[src/rtl/ps2_rx_fifo_if.sv]
// ps2_rx_fifo_if: pin-side and consumer-side signals of the PS/2 receiver.
// master = keyboard pins plus scan-code consumer; slave = the receiver itself.
interface ps2_rx_fifo_if;
   logic       ps2_clk;
   logic       ps2_data;
   logic       nextdata_n;
   logic [7:0] data;
   logic       ready;
   logic       overflow;
   logic       frame_err;

   modport master (
      output ps2_clk, ps2_data, nextdata_n,
      input  data, ready, overflow, frame_err
   );

   modport slave (
      input  ps2_clk, ps2_data, nextdata_n,
      output data, ready, overflow, frame_err
   );
endinterface

[src/rtl/ps2_rx_fifo.sv]
// ps2_rx_fifo: PS/2 device-to-host frame receiver feeding a scan-code FIFO.
// Frames are start(0), 8 data bits LSB first, odd parity, stop(1), sampled on
// the synchronised falling edge of ps2_clk. Valid bytes are queued and popped
// by a falling edge on nextdata_n.
// Optional feature: define PS2_PARITY_CHECK_EN to reject frames with bad parity.
module ps2_rx_fifo #(
   parameter int FIFO_DEPTH     = 8,
   parameter int TIMEOUT_CYCLES = 50000
) (
   input  logic         clk,
   input  logic         rst,
   ps2_rx_fifo_if.slave bus
);
   localparam int AW = $clog2(FIFO_DEPTH);
   localparam int TW = $clog2(TIMEOUT_CYCLES + 1);

   localparam logic [1:0] S_IDLE   = 2'd0;
   localparam logic [1:0] S_DATA   = 2'd1;
   localparam logic [1:0] S_PARITY = 2'd2;
   localparam logic [1:0] S_STOP   = 2'd3;

`ifdef PS2_PARITY_CHECK_EN
   localparam bit PARITY_CHECK = 1'b1;
`else
   localparam bit PARITY_CHECK = 1'b0;
`endif

   // Pin synchronisers
   logic [2:0]    clk_sync;
   logic [1:0]    data_sync;
   logic          fe;
   logic          bit_in;

   // Frame receiver
   logic [1:0]    state;
   logic [2:0]    bit_cnt;
   logic [7:0]    shift;
   logic          parity_bit;
   logic          parity_ok;
   logic          frame_ok;
   logic          push_req;
   logic          frame_err_q;
   logic [TW-1:0] idle_cnt;
   logic          timeout;

   // Pop handshake
   logic          nd_cur;
   logic          nd_prev;
   logic          pop;

   // FIFO
   logic [7:0]    mem [FIFO_DEPTH];
   logic [AW-1:0] wr_ptr;
   logic [AW-1:0] rd_ptr;
   logic [AW:0]   count;
   logic          full;
   logic          do_push;
   logic [7:0]    data_q;
   logic          ready_q;
   logic          overflow_q;

   assign fe        = ~clk_sync[1] & clk_sync[2];
   assign bit_in    = data_sync[1];
   assign timeout   = (idle_cnt == TW'(TIMEOUT_CYCLES)) && (state != S_IDLE);
   assign parity_ok = ^{shift, parity_bit};
   assign frame_ok  = bit_in & (parity_ok | ~PARITY_CHECK);

   assign full      = (count == (AW+1)'(FIFO_DEPTH));
   assign pop       = nd_prev & ~nd_cur & ready_q & (count != '0);
   // A push into a full FIFO only succeeds when a pop frees a slot in the same cycle.
   assign do_push   = push_req & (~full | pop);

   assign bus.data      = data_q;
   assign bus.ready     = ready_q;
   assign bus.overflow  = overflow_q;
   assign bus.frame_err = frame_err_q;

   // Bring the asynchronous PS/2 pins into the clk domain (idle-high lines).
   always_ff @(posedge clk or posedge rst) begin
      if (rst) begin
         clk_sync  <= '1;
         data_sync <= '1;
      end else begin
         // NOTE: non-blocking so every stage captures its predecessor's pre-edge value.
         clk_sync  <= {clk_sync[1:0], bus.ps2_clk};
         data_sync <= {data_sync[0], bus.ps2_data};
      end
   end

   // Cycles since the last PS/2 falling edge, saturating at the timeout limit.
   always_ff @(posedge clk or posedge rst) begin
      if (rst) begin
         idle_cnt <= '0;
      end else if (fe) begin
         idle_cnt <= '0;
      end else if (idle_cnt != TW'(TIMEOUT_CYCLES)) begin
         idle_cnt <= idle_cnt + TW'(1);
      end
   end

   // Frame state machine: one step per falling edge, abort on a stalled frame.
   always_ff @(posedge clk or posedge rst) begin
      if (rst) begin
         state       <= S_IDLE;
         bit_cnt     <= '0;
         shift       <= '0;
         parity_bit  <= 1'b0;
         push_req    <= 1'b0;
         frame_err_q <= 1'b0;
      end else begin
         push_req    <= 1'b0;
         frame_err_q <= 1'b0;
         if (fe) begin
            case (state)
               S_IDLE: begin
                  if (!bit_in) begin
                     state   <= S_DATA;
                     bit_cnt <= '0;
                  end else begin
                     frame_err_q <= 1'b1;
                  end
               end
               S_DATA: begin
                  shift   <= {bit_in, shift[7:1]};
                  bit_cnt <= bit_cnt + 3'd1;
                  if (bit_cnt == 3'd7) state <= S_PARITY;
               end
               S_PARITY: begin
                  parity_bit <= bit_in;
                  state      <= S_STOP;
               end
               S_STOP: begin
                  if (frame_ok) push_req    <= 1'b1;
                  else          frame_err_q <= 1'b1;
                  state <= S_IDLE;
               end
               default: state <= S_IDLE;
            endcase
         end else if (timeout) begin
            state       <= S_IDLE;
            frame_err_q <= 1'b1;
         end
      end
   end

   // Two-stage register on the pop request so a held-low level pops only once.
   always_ff @(posedge clk or posedge rst) begin
      if (rst) begin
         nd_cur  <= 1'b1;
         nd_prev <= 1'b1;
      end else begin
         nd_cur  <= bus.nextdata_n;
         nd_prev <= nd_cur;
      end
   end

   // Byte storage; the shift register still holds the accepted byte one cycle after the stop bit.
   always_ff @(posedge clk) begin
      // NOTE: storage is deliberately not reset; count and pointers define which entries are valid.
      if (do_push) mem[wr_ptr] <= shift;
   end

   // FIFO pointers, occupancy, sticky overflow and registered head outputs.
   always_ff @(posedge clk or posedge rst) begin
      if (rst) begin
         wr_ptr     <= '0;
         rd_ptr     <= '0;
         count      <= '0;
         overflow_q <= 1'b0;
         ready_q    <= 1'b0;
         data_q     <= '0;
      end else begin
         if (do_push) wr_ptr <= wr_ptr + AW'(1);
         if (pop)     rd_ptr <= rd_ptr + AW'(1);
         case ({do_push, pop})
            2'b10:   count <= count + (AW+1)'(1);
            2'b01:   count <= count - (AW+1)'(1);
            default: count <= count;
         endcase
         if (pop)                   overflow_q <= 1'b0;
         else if (push_req && full) overflow_q <= 1'b1;
         ready_q <= (count != '0);
         if (count != '0) data_q <= mem[rd_ptr];
      end
   end
endmodule
[src/flat_wrapper.sv]
// flat-port wrapper written by rule: the top's interface ports become plain ports
module ps2_rx_fifo_flat 
#(
   parameter int FIFO_DEPTH     = 8,
   parameter int TIMEOUT_CYCLES = 50000
)
  (clk, rst, bus_ps2_clk, bus_ps2_data, bus_nextdata_n, bus_data, bus_ready, bus_overflow, bus_frame_err);
  ps2_rx_fifo_if bus_i ();
  input  logic clk;
  input  logic rst;
  input wire logic [$bits(bus_i.ps2_clk)-1:0] bus_ps2_clk;
  input wire logic [$bits(bus_i.ps2_data)-1:0] bus_ps2_data;
  input wire logic [$bits(bus_i.nextdata_n)-1:0] bus_nextdata_n;
  output wire logic [$bits(bus_i.data)-1:0] bus_data;
  output wire logic [$bits(bus_i.ready)-1:0] bus_ready;
  output wire logic [$bits(bus_i.overflow)-1:0] bus_overflow;
  output wire logic [$bits(bus_i.frame_err)-1:0] bus_frame_err;
  assign bus_i.ps2_clk = bus_ps2_clk;
  assign bus_i.ps2_data = bus_ps2_data;
  assign bus_i.nextdata_n = bus_nextdata_n;
  assign bus_data = bus_i.data;
  assign bus_ready = bus_i.ready;
  assign bus_overflow = bus_i.overflow;
  assign bus_frame_err = bus_i.frame_err;
  ps2_rx_fifo #(.FIFO_DEPTH(FIFO_DEPTH), .TIMEOUT_CYCLES(TIMEOUT_CYCLES)) u_core (.clk(clk), .rst(rst), .bus(bus_i));
endmodule
[config.mk]
export PLATFORM = sky130hd
export DESIGN_NAME = ps2_rx_fifo_flat
export DESIGN_NICKNAME = d
export VERILOG_FILES = /design/src/rtl/ps2_rx_fifo_if.sv /design/src/rtl/ps2_rx_fifo.sv /design/src/flat_wrapper.sv
export SDC_FILE = /design/constraint.sdc
export NUM_CORES = 1
export LEC_CHECK = 0
export CORE_UTILIZATION = 50
export DETAILED_ROUTE_END_ITERATION = 8
export MAX_ROUTING_LAYER = met4
export PLACE_DENSITY = 0.79
export SLEW_MARGIN = 5
export SYNTH_ARGS = -nofsm -noshare
export SYNTH_HDL_FRONTEND = slang
export SYNTH_SLANG_ARGS = --single-unit
[constraint.sdc]
create_clock -name clk -period 2.78 [get_ports clk]
set_input_delay 0.278 -clock clk [delete_from_list [all_inputs] [get_ports clk]]
set_output_delay 0.278 -clock clk [all_outputs]
set_load 0.02 [all_outputs]
==> run summary, run 1 <==
Clock Sinks: 122
final setup TNS: 0 ns
CP startpoint kind: flip-flop
worst-path maximum fanout: 10
CTS root buffer: clkbuf_8
IR drop worst, VDD: 0.523 mV
multi-input logic area: 1560 um2
IO Pins: 16
Reg area: 3380 um2
Antenna Cells: 0
largest net degree at the start of global routing: 32
die area: 10500 um2
utilization of the core after routing: 60.5%
Setup crit end kind: flip-flop
Pint: 4.20 mW
Distinct cells, synth: 48
R2R Setup Slk: 0.60 ns
Net Sw Power: 1.74 mW
DR vias/cell: 5.63
Die Wd: 102 um
Final Power: 5.94 mW
Final Slew Violations: 0
initial DRC count: 162
actual transition at the worst max-transition pin: 0.698 ns
worst-path cell chain: nand3b_2 > a31oi_1 > nand2_1 > nor2_1
Tmin final: 2.18 ns
FMAX: 459 MHz
CTS tree: yes
Synth Net Count: 354
count leader, synth: edfxtp_1
layout cells sized above 1: 18.8%
Seq/Total Area, Yosys: 67.1%
fin crit share: 78.3%
ys flop type: edfxtp_1
worst-skew pair later-pin latency: 0.51 ns
CTS Buf Count: 17
combinational fraction of design power: 22.1%
top post-synthesis cells by count: 64 x edfxtp_1, 51 x dfrtp_1, 31 x nand2_1, 23 x nor2_1, 16 x mux4_2
critical path's largest stage delay: 0.56 ns
depth of the CTS H-tree: 4
antenna-violating nets left: 0
Post-synth EDFFs: 64
Die Y: 102 um
asr flop ratio synth: 47.5%
postcts setup bufs: 0
Max Cap Viol: 0
unrepaired setup endpoints after global routing: false
Congestion Overflow GR: 0
Routed WL: 8.73 mm
Area Overhead vs Synth: 17.4%
slowest stage cell, crit path: nor2_1
vias: 2903
top cells by area, synth: edfxtp_1 38%, dfrtp_1 25%, mux4_2 7.1%, dfstp_2 3.6%, ha_1 2.7%
vias in the first global route: 2883
placed wire-length estimate: 5.61 mm
number of synthesized register bits: 122
WL/cell: 16.9 um
FILL cells: 730
CTS resizes: 0
Worst EP arrival: 2.31 ns
Synth area leader: edfxtp_1
switching share of power: 29.2%
Slew HR: 53.5%
Residual DRC: 0
Final Hold Viols: 0
area share of the largest cell type after synthesis: 38.1%
nets: 386
worst hold path type: input pin to async pin
power per standard cell area: 1000 nW/um2
gr usage total: 19.9%
initial core utilization: 51.6%
first-pass iteration count of the detailed router: 5
Synth warnings: 0
synthesized instance count: 338
Final setup viols: 0
kind of critical path: flip-flop to flip-flop
GP Congestion: 0.825
Port-buffer cells: 15
core area: 9770 um2
Avg Inst Size Synth: 14.9 um2
critical path required time: 2.91 ns
row count: 36
first-pass GRT wire length: 14.6 mm
Clock Pin Slew Worst Setup and Hold Paths: 0.06 ns
status: finished clean
Clock Skew: 0.0128 ns
Max clock buf depth: 2
initial antenna violation count: 0
P_leak: 2.31 nW
Netlist Area Pre-Place: 5040 um2
cts hold-fix bufs: 0
hold_ws: 0.174 ns
Clk network pwr share: 33.5%
sequential share of power: 44.4%
state kept, by name, summed over array words and instances (netlist names):
| name | flops |
|---|---|
| u_core.mem | 64 |
| u_core.bit_cnt | 3 |
| u_core.idle_cnt | 16 |
| u_core.data_sync | 2 |
| u_core.nd_cur | 1 |
| u_core.bus.data | 8 |
| u_core.bus.overflow | 1 |
| u_core.state | 2 |
| u_core.wr_ptr | 3 |
| u_core.push_req | 1 |
| u_core.nd_prev | 1 |
| u_core.clk_sync | 3 |
| u_core.shift | 8 |
| u_core.count | 4 |
| u_core.rd_ptr | 3 |
| u_core.bus.frame_err | 1 |
| u_core.bus.ready | 1 |
layout by cell type, fill, tap and decap left out, types with 2 or more instances in the layout:
cell type	instances
ha_1	11
and3_1	2
nor2b_1	2
clkdlybuf4s50_1	15
o21ai_0	5
dfrtp_1	51
a21oi_1	8
xor2_1	11
nor3_1	8
nand3_1	7
nor4_1	3
mux4_2	16
and4_1	3
buf_4	8
inv_1	9
clkbuf_1	5
mux2i_1	3
clkbuf_16	16
edfxtp_1	64
bufinv_16	2
nand4_1	6
or4_1	3
nor2_1	23
or3_1	2
a22o_1	2
nand2b_1	6
nand3b_1	2
mux2_2	9
a22oi_1	8
xnor2_1	8
nand2_1	31
dfstp_2	7
clkinv_2	6
layer usage:
layer | track usage, % | up-vias | part of all wire (%)
met5 | - | - | 0
met2 | 30.4 | 80 | 50
met4 | 9.56 | 0 | 1.7
li1 | - | 1333 | -
met3 | 5.68 | 15 | 4.5
met1 | 24.6 | 1475 | 44
critical path: cells and delay by family, from the launching register on:
family / cells / cell delay, ns
simple gates: 3 / 0.93
compound gates: 1 / 0.35
flops: 1 / 0.52
area by class of cell:
class,instances,area share (%)
tap,133,2.81
timing repair buffer,24,3.89
multi-input combinational,195,26.4
sequential,122,57.2
inverter,10,0.635
clock buffer,22,7.32
clock inverter,10,1.71
path summary, 6_finish.rpt:
kind	startpoint	end	cells past startpoint
setup reg to reg	u_core.nd_prev	u_core.mem[7][7]	4
max in group asynchronous	rst	u_core.nd_cur	3
hold reg to reg	u_core.nd_cur	u_core.nd_prev	0
min in group clk	bus_ps2_clk	u_core.clk_sync[0]	1
setup / recovery	u_core.nd_prev	u_core.mem[7][7]	4
hold / removal	rst	u_core.idle_cnt[1]	2
metrics by stage:
| stage | cell area [um2] | std cells | setup slack (ns) |
|---|---|---|---|
| global placement | 5380 | 484 | 0.774 |
| finish | 5910 | 516 | 0.603 |
| detailed placement | 5380 | 484 | 0.638 |
| global route | 5910 | 516 | 0.455 |
| CTS | 5910 | 516 | 0.602 |
| floorplan | 5040 | 338 | 0.476 |
power by group through the flow:
stage	sequential (mW)	combinational [mW]	clock, mW
detailed placement	2.67	1.32	0
floorplan	2.61	0.940	0
finish	2.64	1.31	1.99
global route	2.70	1.46	2.11
CTS	2.64	1.33	2.03
global placement	2.64	1.26	0
cells by family (layout without fill, tap and decap cells):
logic type | after synthesis | count (layout) | share of synthesized area (%)
mux | 28 | 28 | 9.76
buf+inv | 21 | 66 | 1.86
flops | 122 | 122 | 67.1
compound gates | 34 | 34 | 4.64
fa+ha+maj | 11 | 11 | 2.73
xor+xnor | 19 | 19 | 3.30
simple gates | 103 | 103 | 10.6
Note: power is estimated with default switching activity, not from simulation.
==> run 2, diff against run 1 <==
--- a/config.mk
+++ b/config.mk
@@ -8,7 +8,7 @@
 export CORE_UTILIZATION = 50
 export DETAILED_ROUTE_END_ITERATION = 8
 export MAX_ROUTING_LAYER = met4
-export PLACE_DENSITY = 0.79
+export PLACE_DENSITY = 0.82
 export SLEW_MARGIN = 5
 export SYNTH_ARGS = -nofsm -noshare
 export SYNTH_HDL_FRONTEND = slang
==> constraint.sdc (replaced) <==
create_clock -name clk -period 2 [get_ports clk]
set_input_delay 0.2 -clock clk [delete_from_list [all_inputs] [get_ports clk]]
set_output_delay 0.2 -clock clk [all_outputs]
set_load 0.02 [all_outputs]
==> run 2 against run 1 <==
Effect of this change:
- core utilization rose by 1.1 points
- combinational power rose by 51%
- setup slack got worse by 0.51 ns
- die area did not move
- worst hold slack got worse by 0.16 ns
- register-to-register slack got worse by 0.51 ns
- final cell count rose by 1.4%
- sequential share of layout area fell by 0.94 points
- non-clock buffer count rose by 7
- power rose by 42%
- largest cell class unchanged
- highest routed layer unchanged
==> run summary, run 2 (synthesized netlist as in run 1, its figures left out) <==
Largest Register: u_core.mem
Final setup viols: 0 (unchanged)
IR drop worst, VDD: 0.628 mV (+20%)
fin crit share: 95.5% (+17 points)
critical path's largest stage delay: 0.44 ns (-0.12 ns)
worst-path cell chain: buf_4 > nor3_1 > a31oi_1 > nand2_1 > nor2_1 > buf_4
pre-CTS setup slack: 0.123 ns (-0.514 ns)
first-pass iteration count of the detailed router: 5 (unchanged)
actual transition at the worst max-transition pin: 0.548 ns (-0.149 ns)
max reg flops: 64 (unchanged)
CP startpoint kind: flip-flop
vias in the first global route: 2882 (-0.035%)
WP buf/inv: 2 (+2)
power per standard cell area: 1400 nW/um2 (+39%)
row count: 36 (unchanged)
placed wire-length estimate: 6.22 mm (+11%)
Setup crit end kind: flip-flop
commonest non-fill, non-tap cell in the layout: edfxtp_1
die area: 10500 um2 (unchanged)
DR vias/cell: 5.63 (about the same)
Max Cap Viol: 0 (unchanged)
initial antenna violation count: 0 (unchanged)
initial DRC count: 192 (+19%)
FILL cells: 683 (-6.4%)
most used cell, CP: buf_4
CTS Buf Count: 17 (unchanged)
Worst EP arrival: 2.17 ns (-0.14 ns)
unrepaired setup endpoints after global routing: false
Residual DRC: 0 (unchanged)
Area Overhead vs Synth: 19.4%
Finished Cell Area: 6020 um2 (+1.8%)
first-pass GRT wire length: 15.6 mm (+7.1%)
final setup TNS: 0 ns (unchanged)
most frequent cells in the layout: 64 x edfxtp_1, 48 x dfrtp_1, 31 x nand2_1
worst-skew pair later-pin latency: 0.52 ns (about the same)
Max clock buf depth: 2 (unchanged)
non-filler cells, final: 523 (+1.4%)
nets: 393 (+1.8%)
worst hold path type: input pin to async pin
vias: 2945 (+1.4%)
core area: 9770 um2 (unchanged)
Clock Skew: 0.0122 ns (-0.000559 ns)
worst setup margin: 0.0903 ns (-0.512 ns)
IO Pins: 16 (unchanged)
status: finished clean
Routed WL: 9.78 mm (+12%)
CTS tree: yes
FMAX: 524 MHz (+14%)
DP Area: 5430 um2 (+1.0%)
depth of the CTS H-tree: 4 (unchanged)
Congestion Overflow GR: 0 (unchanged)
Antenna Cells: 0 (unchanged)
dpl cells: 488 (+0.83%)
CP top delay family: simple AND/OR/NAND/NOR gates
critical path required time: 2.26 ns (-0.65 ns)
Final Slew Violations: 0 (unchanged)
antenna-violating nets left: 0 (unchanged)
Final Power: 8.41 mW (+42%)
gr usage total: 21.7% (+1.8 points)
worst r2r dst: u_core.mem[5][0]
Final Hold Viols: 0 (unchanged)
utilization of the core after routing: 61.6% (+1.1 points)
WL/cell: 18.7 um (+11%)
slowest stage cell, crit path: dfrtp_2
Port-buffer cells: 15 (unchanged)
largest net degree at the start of global routing: 40 (+25%)
hold_ws: 0.0136 ns (-0.161 ns)
R2R Setup Slk: 0.09 ns (-0.51 ns)
reg2reg start: u_core.count[1]
cts hold-fix bufs: 0 (unchanged)
R2R depth: 6 (+2)
Die Wd: 102 um (unchanged)
layout cells sized above 1: 22.1% (+3.3 points)
Clock Pin Slew Worst Setup and Hold Paths: 0.06 ns (about the same)
Top Registers: u_core.mem x64, u_core.idle_cnt x16
GP Congestion: 0.800 (-3.0%)
CTS root buffer: clkbuf_8
Tmin final: 1.91 ns (-0.268 ns)
P_leak: 2.35 nW (+1.9%)
Clock Sinks: 122 (unchanged)
initial core utilization: 51.6% (unchanged)
kind of critical path: flip-flop to flip-flop
Slew HR: 63.4% (+9.9 points)
worst-path maximum fanout: 8 (-2)
Die Y: 102 um (unchanged)
==> run 2: changes by cell type in the layout (fill, tap and decap cells not counted), sizes merged <==
| cell | delta |
|---|---|
| clkinvlp | +1 |
| buf | +7 |
| clkbuf | -1 |
==> run 2: layout make-up <==
| cell class | instances | area (um2) | area share [%] |
|---|---|---|---|
| multi-input combinational | 195 | 1600 | 26.5 |
| inverter | 10 | 37.5 | 0.624 |
| timing repair buffer | 31 | 295 | 4.91 |
| sequential | 122 | 3390 | 56.2 |
| tap | 133 | 166 | 2.76 |
| clock inverter | 11 | 108 | 1.79 |
| clock buffer | 21 | 429 | 7.13 |
==> run 2: worst max path at each step <==
stage	startpoint	endpoint	slack (ns)	cells past startpoint
after detailed placement	u_core.nd_prev	u_core.count[2]	0.12	7
after global routing	u_core.count[3]	u_core.count[2]	0.03	7
after floorplan	u_core.nd_prev	u_core.mem[4][0]	-0.10	4
after CTS	u_core.nd_prev	u_core.count[2]	0.02	7
after global placement	u_core.nd_prev	u_core.mem[1][3]	0.22	5
final	u_core.count[1]	u_core.mem[5][0]	0.09	6
==> run 2: routing by layer <==
metal	vias to the layer above	part of all wire, %	GRT usage (%)
met5	-	0	-
met4	0	1.0	6.92
met3	8	5.3	6.63
met2	92	51	33.9
met1	1501	42	27.3
li1	1344	-	-
==> run 2: what timing repair did <==
item,4_1_cts,5_1_grt
pin swaps,0,3
gates resized for setup,1,6
setup endpoints to repair,1,1
setup buffers,0,3
endpoints found under the hold margin,0,0
==> run 2: worst reg2reg max path: stages, from the launching register on <==
cell and delay [ns]:
dfrtp_2 0.44, buf_4 0.16, nor3_1 0.39, a31oi_1 0.21, nand2_1 0.21, nor2_1 0.08
buf_4 0.17
==> run 2: power by group <==
part           switching [mW]  internal, mW
Clock                    1.01          1.75
Sequential              0.509          3.16
Combinational            1.00         0.982
